### config.mk
export PLATFORM = sky130hd
export DESIGN_NAME = dac_spi_updater_flat
export DESIGN_NICKNAME = d
export VERILOG_FILES = /design/src/rtl/dac_pkg.sv /design/src/rtl/dac_spi_updater_if.sv /design/src/rtl/dac_spi_updater_tick_gen.sv /design/src/rtl/dac_spi_updater.sv /design/src/flat_wrapper.sv
export SDC_FILE = /design/constraint.sdc
export NUM_CORES = 1
export LEC_CHECK = 0
export CAP_MARGIN = 10
export CORE_ASPECT_RATIO = 1.1
export CORE_MARGIN = 2
export CORE_UTILIZATION = 50
export CTS_CLUSTER_SIZE = 10
export DETAILED_ROUTE_END_ITERATION = 10
export HOLD_SLACK_MARGIN = 0.1
export PLACE_DENSITY = 0.84
export SYNTH_ARGS = -nofsm -noshare
export SYNTH_HDL_FRONTEND = slang
export SYNTH_SLANG_ARGS = --single-unit
### constraint.sdc
create_clock -name clk -period 5.9 [get_ports clk]
set_input_delay 0.59 -clock clk [delete_from_list [all_inputs] [get_ports clk]]
set_output_delay 0.59 -clock clk [all_outputs]
set_load 0.005 [all_outputs]
### src/rtl/dac_pkg.sv
// Shared constants, FSM state type and helpers for the DAC SPI updater.
package dac_pkg;

  localparam logic [3:0]  CMD_WRITE_UPD = 4'h3;
  localparam logic [3:0]  CMD_INTREF    = 4'h8;
  localparam int unsigned FRAME_BITS    = 24;
  localparam int unsigned NUM_CH        = 8;
  localparam logic [23:0] INTREF_FRAME  = {CMD_INTREF, 20'h00001};

  typedef enum logic [2:0] {IDLE, SETUP, LOAD, SHIFT, GAP} state_t;

  // Round-robin pick: first pending channel at or after base, wrapping 7->0.
  function automatic logic [2:0] rr_pick(input logic [7:0] pend, input logic [2:0] base);
    logic [2:0] idx;
    logic       found;
    rr_pick = base;
    found   = 1'b0;
    for (int unsigned i = 0; i < NUM_CH; i++) begin
      idx = base + 3'(i);
      if (!found && pend[idx]) begin
        rr_pick = idx;
        found   = 1'b1;
      end
    end
  endfunction

  function automatic logic [23:0] make_frame(input logic [2:0] ch, input logic [15:0] data);
    return {CMD_WRITE_UPD, 1'b0, ch, data};
  endfunction

endpackage

### src/rtl/dac_spi_updater_if.sv
// 3-wire SPI link to the serial DAC.
interface dac_spi_updater_if;
  logic dac_sclk;
  logic dac_sync_n;
  logic dac_din;

  modport master (output dac_sclk, output dac_sync_n, output dac_din);
  modport slave  (input  dac_sclk, input  dac_sync_n, input  dac_din);
endinterface

### src/rtl/dac_spi_updater_tick_gen.sv
// SCLK half-period divider: one-clk tick every CLK_DIV enabled cycles.
module spi_tick_gen #(
  parameter int unsigned CLK_DIV = 4
) (
  input  logic clk,
  input  logic rst,
  input  logic en,
  input  logic clr,
  output logic tick
);
  localparam int unsigned CW = (CLK_DIV > 1) ? $clog2(CLK_DIV) : 1;
  localparam logic [CW-1:0] LAST = CW'(CLK_DIV - 1);

  logic [CW-1:0] cnt;

  always_ff @(posedge clk) begin
    if (rst || clr)
      cnt <= '0;
    else if (en)
      cnt <= (cnt == LAST) ? '0 : cnt + 1'b1;
  end

  assign tick = en && (cnt == LAST);
endmodule

### src/rtl/dac_spi_updater.sv
// Sends changed DAC channel values over SPI, round-robin.
// Optional DAC_INTREF_EN: send the internal-reference setup frame after every reset.
module dac_spi_updater
  import dac_pkg::*;
#(
  parameter int unsigned CLK_DIV    = 4,
  parameter int unsigned GAP_CYCLES = 4
) (
  input  logic               clk,
  input  logic               rst,
  input  logic [15:0]        cntr0,
  input  logic [15:0]        cntr1,
  input  logic [15:0]        cntr2,
  input  logic [15:0]        cntr3,
  input  logic [15:0]        cntr4,
  input  logic [15:0]        cntr5,
  input  logic [15:0]        cntr6,
  input  logic [15:0]        cntr7,
  input  logic               force_all,
  dac_spi_updater_if.master  spi,
  output logic               busy,
  output logic [2:0]         cur_ch
);
  localparam int unsigned GCW = (GAP_CYCLES > 1) ? $clog2(GAP_CYCLES) : 1;

`ifdef DAC_INTREF_EN
  localparam state_t RST_STATE = SETUP;
`else
  localparam state_t RST_STATE = IDLE;
`endif

  logic [15:0]    cntr   [NUM_CH];
  logic [15:0]    shadow [NUM_CH];
  logic [7:0]     pending, pending_nxt;
  logic [2:0]     rr_base, pick;
  state_t         state, state_nxt;
  logic [23:0]    sreg;
  logic           sclk, sync_n;
  logic [5:0]     edge_cnt;
  logic [GCW-1:0] gap_cnt;
  logic           tick, last_edge, gap_done;

  assign cntr[0] = cntr0;
  assign cntr[1] = cntr1;
  assign cntr[2] = cntr2;
  assign cntr[3] = cntr3;
  assign cntr[4] = cntr4;
  assign cntr[5] = cntr5;
  assign cntr[6] = cntr6;
  assign cntr[7] = cntr7;

  assign pick      = rr_pick(pending, rr_base);
  assign last_edge = tick && (edge_cnt == 6'(2 * FRAME_BITS - 1));
  assign gap_done  = (gap_cnt == GCW'(GAP_CYCLES - 1));

  spi_tick_gen #(.CLK_DIV(CLK_DIV)) u_tick (
    .clk  (clk),
    .rst  (rst),
    .en   (state == SHIFT),
    .clr  (state == LOAD || state == SETUP),
    .tick (tick)
  );

  always_ff @(posedge clk) begin
    if (rst) state <= RST_STATE;
    else     state <= state_nxt;
  end

  always_comb begin
    state_nxt = state;
    unique case (state)
      IDLE:        if (pending != '0) state_nxt = LOAD;
      SETUP, LOAD: state_nxt = SHIFT;
      SHIFT:       if (last_edge) state_nxt = GAP;
      GAP:         if (gap_done) state_nxt = (pending != '0) ? LOAD : IDLE;
      default:     state_nxt = IDLE;
    endcase
  end

  // Clear of the loaded channel beats its own diff (shadow takes the snapshot);
  // force_all beats the clear so the current channel is resent.
  always_comb begin
    pending_nxt = pending;
    for (int unsigned n = 0; n < NUM_CH; n++)
      if (cntr[n] != shadow[n]) pending_nxt[n] = 1'b1;
    if (state == LOAD) pending_nxt[pick] = 1'b0;
    if (force_all) pending_nxt = '1;
  end

  always_ff @(posedge clk) begin
    if (rst) begin
      sclk     <= 1'b1;
      sync_n   <= 1'b1;
      sreg     <= '0;
      busy     <= 1'b0;
      cur_ch   <= '0;
      rr_base  <= '0;
      edge_cnt <= '0;
      gap_cnt  <= '0;
      pending  <= '1;
      for (int unsigned n = 0; n < NUM_CH; n++) shadow[n] <= '0;
    end else begin
      pending <= pending_nxt;
      case (state)
        SETUP: begin
          sreg     <= INTREF_FRAME;
          sync_n   <= 1'b0;
          busy     <= 1'b1;
          cur_ch   <= '0;
          edge_cnt <= '0;
        end
        LOAD: begin
          sreg         <= make_frame(pick, cntr[pick]);
          shadow[pick] <= cntr[pick];
          cur_ch       <= pick;
          rr_base      <= pick + 3'd1;
          sync_n       <= 1'b0;
          busy         <= 1'b1;
          edge_cnt     <= '0;
        end
        SHIFT: begin
          if (tick) begin
            sclk     <= ~sclk;
            edge_cnt <= edge_cnt + 6'd1;
            // Data advances on the rising SCLK edge; the DAC samples on falling edges.
            if (!sclk) sreg <= {sreg[FRAME_BITS-2:0], 1'b0};
            if (last_edge) begin
              sync_n  <= 1'b1;
              gap_cnt <= '0;
            end
          end
        end
        GAP: begin
          gap_cnt <= gap_cnt + 1'b1;
          if (gap_done && pending == '0) busy <= 1'b0;
        end
        default: ;
      endcase
    end
  end

  assign spi.dac_sclk   = sclk;
  assign spi.dac_sync_n = sync_n;
  assign spi.dac_din    = sreg[FRAME_BITS-1];
endmodule

### src/flat_wrapper.sv
// flat-port wrapper written by rule: the top's interface ports become plain ports
module dac_spi_updater_flat import dac_pkg::*;
#(
  parameter int unsigned CLK_DIV    = 4,
  parameter int unsigned GAP_CYCLES = 4
)
  (clk, rst, cntr0, cntr1, cntr2, cntr3, cntr4, cntr5, cntr6, cntr7, force_all, busy, cur_ch, spi_dac_sclk, spi_dac_sync_n, spi_dac_din);
  dac_spi_updater_if spi_i ();
  input  logic clk;
  input  logic rst;
  input  logic [15:0] cntr0;
  input  logic [15:0] cntr1;
  input  logic [15:0] cntr2;
  input  logic [15:0] cntr3;
  input  logic [15:0] cntr4;
  input  logic [15:0] cntr5;
  input  logic [15:0] cntr6;
  input  logic [15:0] cntr7;
  input  logic force_all;
  output logic busy;
  output logic [2:0] cur_ch;
  output wire logic [$bits(spi_i.dac_sclk)-1:0] spi_dac_sclk;
  output wire logic [$bits(spi_i.dac_sync_n)-1:0] spi_dac_sync_n;
  output wire logic [$bits(spi_i.dac_din)-1:0] spi_dac_din;
  assign spi_dac_sclk = spi_i.dac_sclk;
  assign spi_dac_sync_n = spi_i.dac_sync_n;
  assign spi_dac_din = spi_i.dac_din;
  dac_spi_updater #(.CLK_DIV(CLK_DIV), .GAP_CYCLES(GAP_CYCLES)) u_core (.clk(clk), .rst(rst), .cntr0(cntr0), .cntr1(cntr1), .cntr2(cntr2), .cntr3(cntr3), .cntr4(cntr4), .cntr5(cntr5), .cntr6(cntr6), .cntr7(cntr7), .force_all(force_all), .spi(spi_i), .busy(busy), .cur_ch(cur_ch));
endmodule
# Yosys cells after proc, flatten, opt, wreduce, memory -nomap -nowiden

Memory sizes are Yosys's and may differ from the RTL's.
Index checks and enable logic that the tools add are counted.

Flip-flop bits (word level): 54
RAM bits: 128
Output and inout port bits: 7
Memories kept: 1

Add/sub/neg operators: 11
Order comparisons: 11
Eq/ne operators: 21
Multiplexer cells: 72
Bitwise gates (word level): 4
Reduce and logical (&&, ||, !) cells: 38

Memory list:

| memory        | depth | bits a word | read ports | clocked after Yosys merged registers in | write ports | line                  | RTL |
|---|---|---|---|---|---|---|---|
| u_core.shadow | 8     | 16          | 8          | 0                                       | 8           | dac_spi_updater.sv:33 | `logic [15:0] shadow [NUM_CH];` |

Operator list:

| kind                  | count |
|---|---|
| $ne A16 B16 Y1        | 8 |
| $pmux W24 S3          | 1 |
| $bmux W16 S3          | 1 |
| $mux W16              | 3 |
| $mux W24              | 2 |
| $lt A3 B4 Y1 const B  | 9 |
| $mux W1               | 33 |
| $mux W3               | 11 |
| $bmux W1 S3           | 8 |
| $reduce_or A16 Y1     | 1 |
| $add A3 B3 Y3 const B | 4 |
| $pmux W3 S4           | 1 |
| $pmux W6 S2           | 1 |
| $reduce_and A3 Y1     | 4 |
| $logic_and A1 B1 Y1   | 11 |
| $ne A2 B1 Y1 const B  | 5 |
| $and A8 B8 Y8         | 1 |
| $logic_not A8 Y1      | 1 |
| $mux W2               | 4 |
| $mux W8               | 1 |
| $not A8 Y8            | 1 |
| $reduce_bool A2 Y1    | 4 |
| $reduce_bool A8 Y1    | 1 |
| $logic_not A1 Y1      | 7 |
| 24 further kinds      | 34 |

# Longest topological paths before layout

Depth in word-level cells: 31
Mapped depth: 18
Mapped depth without buffers: 13

# By module

Synthesis repeated with hierarchy kept, for this count alone.

Cells, all modules: 1125
Area, all modules: 10966.8 µm²

Modules (own cells, without submodules):

| module          | instances | cells an instance | area an instance (µm²) |
|---|---|---|---|
| dac_spi_updater | 1         | 1116              | 10865.4 |
| spi_tick_gen    | 1         | 9                 | 101.3 |

# Worst setup path before layout

OpenSTA, ideal clock, no wires.

Kind: reg-to-reg
Start point: register u_core.rr_base[1]
End point: memory u_core.shadow[4][0], enable pin
Setup time: 392 ps
Data arrival time: 4347 ps
Slack: 1161 ps
Stages on the path, launching flop included: 16
Path through: dfxtp_1 > clkbuf_1 > clkbuf_1 > inv_1 > ha_1 > buf_4 > mux2i_1 > mux4_2 > a22o_1 > o21ai_0 > nor2_1 > o41ai_4 > buf_2 > buf_2 > nand2_1 > o21bai_1

RTL lines:

| what                     | line                   | RTL |
|---|---|---|
| start: declaration       | dac_spi_updater.sv:35  | `logic [2:0] rr_base, pick;` |
| start signal: assignment | dac_spi_updater.sv:116 | `rr_base <= pick + 3'd1;` |
| end: declaration         | dac_spi_updater.sv:33  |  |

==> impl_metrics.env <==
export IMPL_firstDrtPassIters=5
export IMPL_clock_path_buffers=2
export IMPL_grt_pass1_vias=8730
export IMPL_critPathLaunchType="flip-flop"
export IMPL_die_h_um=157
export IMPL_ant_nets=0
export IMPL_synth_cells=1005
export IMPL_max_cap_violations=0
export IMPL_powerDensity_nw_per_um2=261
export IMPL_grt_pass1_wl_mm=48.5
export IMPL_yosys_warnings=0
export IMPL_wire_per_inst_um=22.8
export IMPL_ys_seq_area_frac=0.461
export IMPL_grt_use_total=0.288
export IMPL_slowest_stage="dfxtp_1"
export IMPL_syn_cell_area_um2=10700
export IMPL_drc=0
export IMPL_antenna_found_initial=0
export IMPL_peakVddDrop_v=0.000242
export IMPL_dp_cells=1391
export IMPL_cts_buffers=17
export IMPL_worstMarginPinSlew_ns=0.957
export IMPL_hold_viol_final=0
export IMPL_diodes=0
export IMPL_clock_latency_ns=0.45
export IMPL_synth_cell_types=71
export IMPL_postPlaceCellArea_um2=12300
export IMPL_grt_max_degree=53
export IMPL_pwr_share_seq=0.445
export IMPL_cts_root_buffer="clkbuf_16"
export IMPL_drt_iter0_markers=1033
export IMPL_p_leak_nw=4.55
export IMPL_areaGrowthSynthToFinish_pct=20.1
export IMPL_finalNonFillerCells=1423
export IMPL_dieArea_um2=22600
export IMPL_pwr_share_comb=0.215
export IMPL_fin_worst_skew_ns=0.0160
export IMPL_setup_ws_ns=0.574
export IMPL_hold_buffers=0
export IMPL_numPortBuffers=137
export IMPL_drv_slew=0
export IMPL_cts_resized=0
export IMPL_fmax_ghz=0.188
export IMPL_overflow=0
export IMPL_vias=8837
export IMPL_post_cts_setup_buffers=0
export IMPL_power_switching_mw=1.05
export IMPL_numClockSinks=182
export IMPL_htreeDepth=4
export IMPL_final_core_util=0.606
export IMPL_fin_area_um2=12800
export IMPL_rsz0062_at_grt="no"
export IMPL_status="finished, final reports clean"
export IMPL_io_pins=138
export IMPL_setup_violations=0
export IMPL_hold_class="flip-flop to flip-flop"
export IMPL_async_flop_share=0
export IMPL_hpwl_mm=24.0
export IMPL_cts_tree="done"
export IMPL_synth_edff_count=128
export IMPL_tns_ns=0
export IMPL_clockPowerShare=0.340
export IMPL_end_kind="flip-flop"
export IMPL_wl_mm=32.4
export IMPL_ys_ff_latch=182
export IMPL_path_class="flip-flop to flip-flop"
export IMPL_synth_ff_type="edfxtp_1"
export IMPL_post_route_period_util=0.903
export IMPL_clk_pin_slew_worst_paths_ns=0.08
export IMPL_synth_area_per_cell_um2=10.6
export IMPL_final_layout_size_suffix_gt1_frac=0.117
export IMPL_relSlewSlack=0.353
export IMPL_crit_required_ns=6.09
export IMPL_die_w_um=143
export IMPL_pre_cts_ws_ns=0.774
export IMPL_slowest_delay_ns=0.74
export IMPL_whs_ns=0.459
export IMPL_fin_crit_ns=5.33
export IMPL_report_power_total_mw=3.35
export IMPL_vias_per_cell=6.21
export IMPL_core_area_um2=21200
export IMPL_final_common_cell="nor2_1"
export IMPL_rows=56
export IMPL_finish_net_count=1257
export IMPL_start_util=0.505
export IMPL_gp_congestion=0.936
export IMPL_switching_share=0.313
export IMPL_path_max_fanout=43
export IMPL_internal_power_mw=2.30
export IMPL_synth_nets=1142
export IMPL_final_cell_mix="189 x nor2_1, 136 x clkdlybuf4s50_1, 131 x xor2_1, 128 x edfxtp_1, 58 x mux2i_1"
export IMPL_worst_ep_arrival_time_ns=5.51
export IMPL_path_cells="inv_1, ha_1, mux4_2, mux2i_1, o21ai_0, a31o_2, o21ai_1, nand2_2, buf_12, a211oi_1, a21o_1, nor2_1"
==> cells in the mapped netlist (4+ instances only) <==
cell / instances / area, um^2
a2111o_1: 16 / 180
a211oi_1: 19 / 143
a211oi_2: 13 / 163
a21boi_0: 6 / 45.0
a21boi_1: 9 / 67.6
a21o_1: 16 / 120
a21oi_1: 38 / 190
buf_2: 13 / 65.1
buf_4: 7 / 52.6
buf_6: 7 / 78.8
clkbuf_1: 28 / 105
dfxtp_1: 54 / 1080
edfxtp_1: 128 / 3840
ha_1: 6 / 75.1
mux2_2: 20 / 225
mux2i_1: 58 / 581
mux4_2: 10 / 225
nand2_1: 37 / 139
nand2b_1: 9 / 56.3
nand3_1: 19 / 95.1
nand4_1: 12 / 75.1
nor2_1: 189 / 709
nor2b_1: 6 / 37.5
nor3_1: 21 / 105
nor4_1: 27 / 169
o21ai_0: 12 / 60.1
o21bai_1: 4 / 30.0
o221a_2: 13 / 146
o32ai_1: 5 / 43.8
xnor2_1: 6 / 52.6
xor2_1: 131 / 1150
==> registers in the layout (all words and copies together) (netlist names) <==
name and count:
u_core.sreg 24, u_core.gap_cnt 2, u_core.cur_ch 3, u_core.spi.dac_sync_n 1
u_core.busy 1, u_core.state 3, u_core.u_tick.cnt 2, u_core.rr_base 3
u_core.pending 8, u_core.spi.dac_sclk 1, u_core.edge_cnt 6, u_core.shadow 128
==> final cells by class <==
type,instances,area [um^2]
Sequential cell,182,4920
Clock inverter,15,154
Tap cell,290,363
Clock buffer,17,425
Timing Repair Buffer,153,1510
Fill cell,1765,8330
Inverter,6,23.8
Multi-Input combinational cell,760,5430
==> metal layers <==
| layer | track usage | up-vias | wire length (um) |
|---|---|---|---|
| li1 | - | 3925 | - |
| met1 | 0.363 | 4270 | 12500 |
| met2 | 0.467 | 537 | 15500 |
| met3 | 0.0551 | 105 | 2750 |
| met4 | 0.161 | 0 | 1640 |
| met5 | 0 | - | 0 |
==> power groups by stage <==
stage | registers [mW] | logic, mW | clock network (mW)
final | 1.49 | 0.722 | 1.14
after global routing | 1.50 | 0.761 | 1.19
after global placement | 1.51 | 0.693 | 0
after CTS | 1.49 | 0.707 | 1.14
after floorplan | 1.50 | 0.442 | 0
after detailed placement | 1.52 | 0.700 | 0
==> worst max-delay path: cells and delay by family, from the launching register on <==
kind	cells	cell delay (ns)
simple gates	2	0.50
flops	1	0.74
buf+inv	2	0.43
compound gates	5	1.90
fa+ha+maj	1	0.62
mux	2	0.87
==> cells by family after synthesis <==
kind of cell / after synthesis / share of synthesized area
mux: 90 / 0.0991
compound gates: 182 / 0.140
flops: 182 / 0.461
xor+xnor: 137 / 0.112
fa+ha+maj: 6 / 0.00702
simple gates: 345 / 0.149
buf+inv: 63 / 0.0311
==> worst paths after layout <==
path,endpoint,from,cells after the start,slack [ns]
hold / removal,u_core.sreg[20]$_SDFFE_PP0P_,u_core.sreg[20]$_SDFFE_PP0P_,2,0.46
hold reg to reg,u_core.sreg[20]$_SDFFE_PP0P_,u_core.sreg[20]$_SDFFE_PP0P_,2,0.46
setup reg to reg,u_core.shadow[2][5]$_SDFFCE_PN0P_,u_core.rr_base[1]$_SDFFE_PP0P_,12,0.57
setup / recovery,u_core.shadow[2][5]$_SDFFCE_PN0P_,u_core.rr_base[1]$_SDFFE_PP0P_,12,0.57
Note: power is estimated with default switching activity, not from simulation.
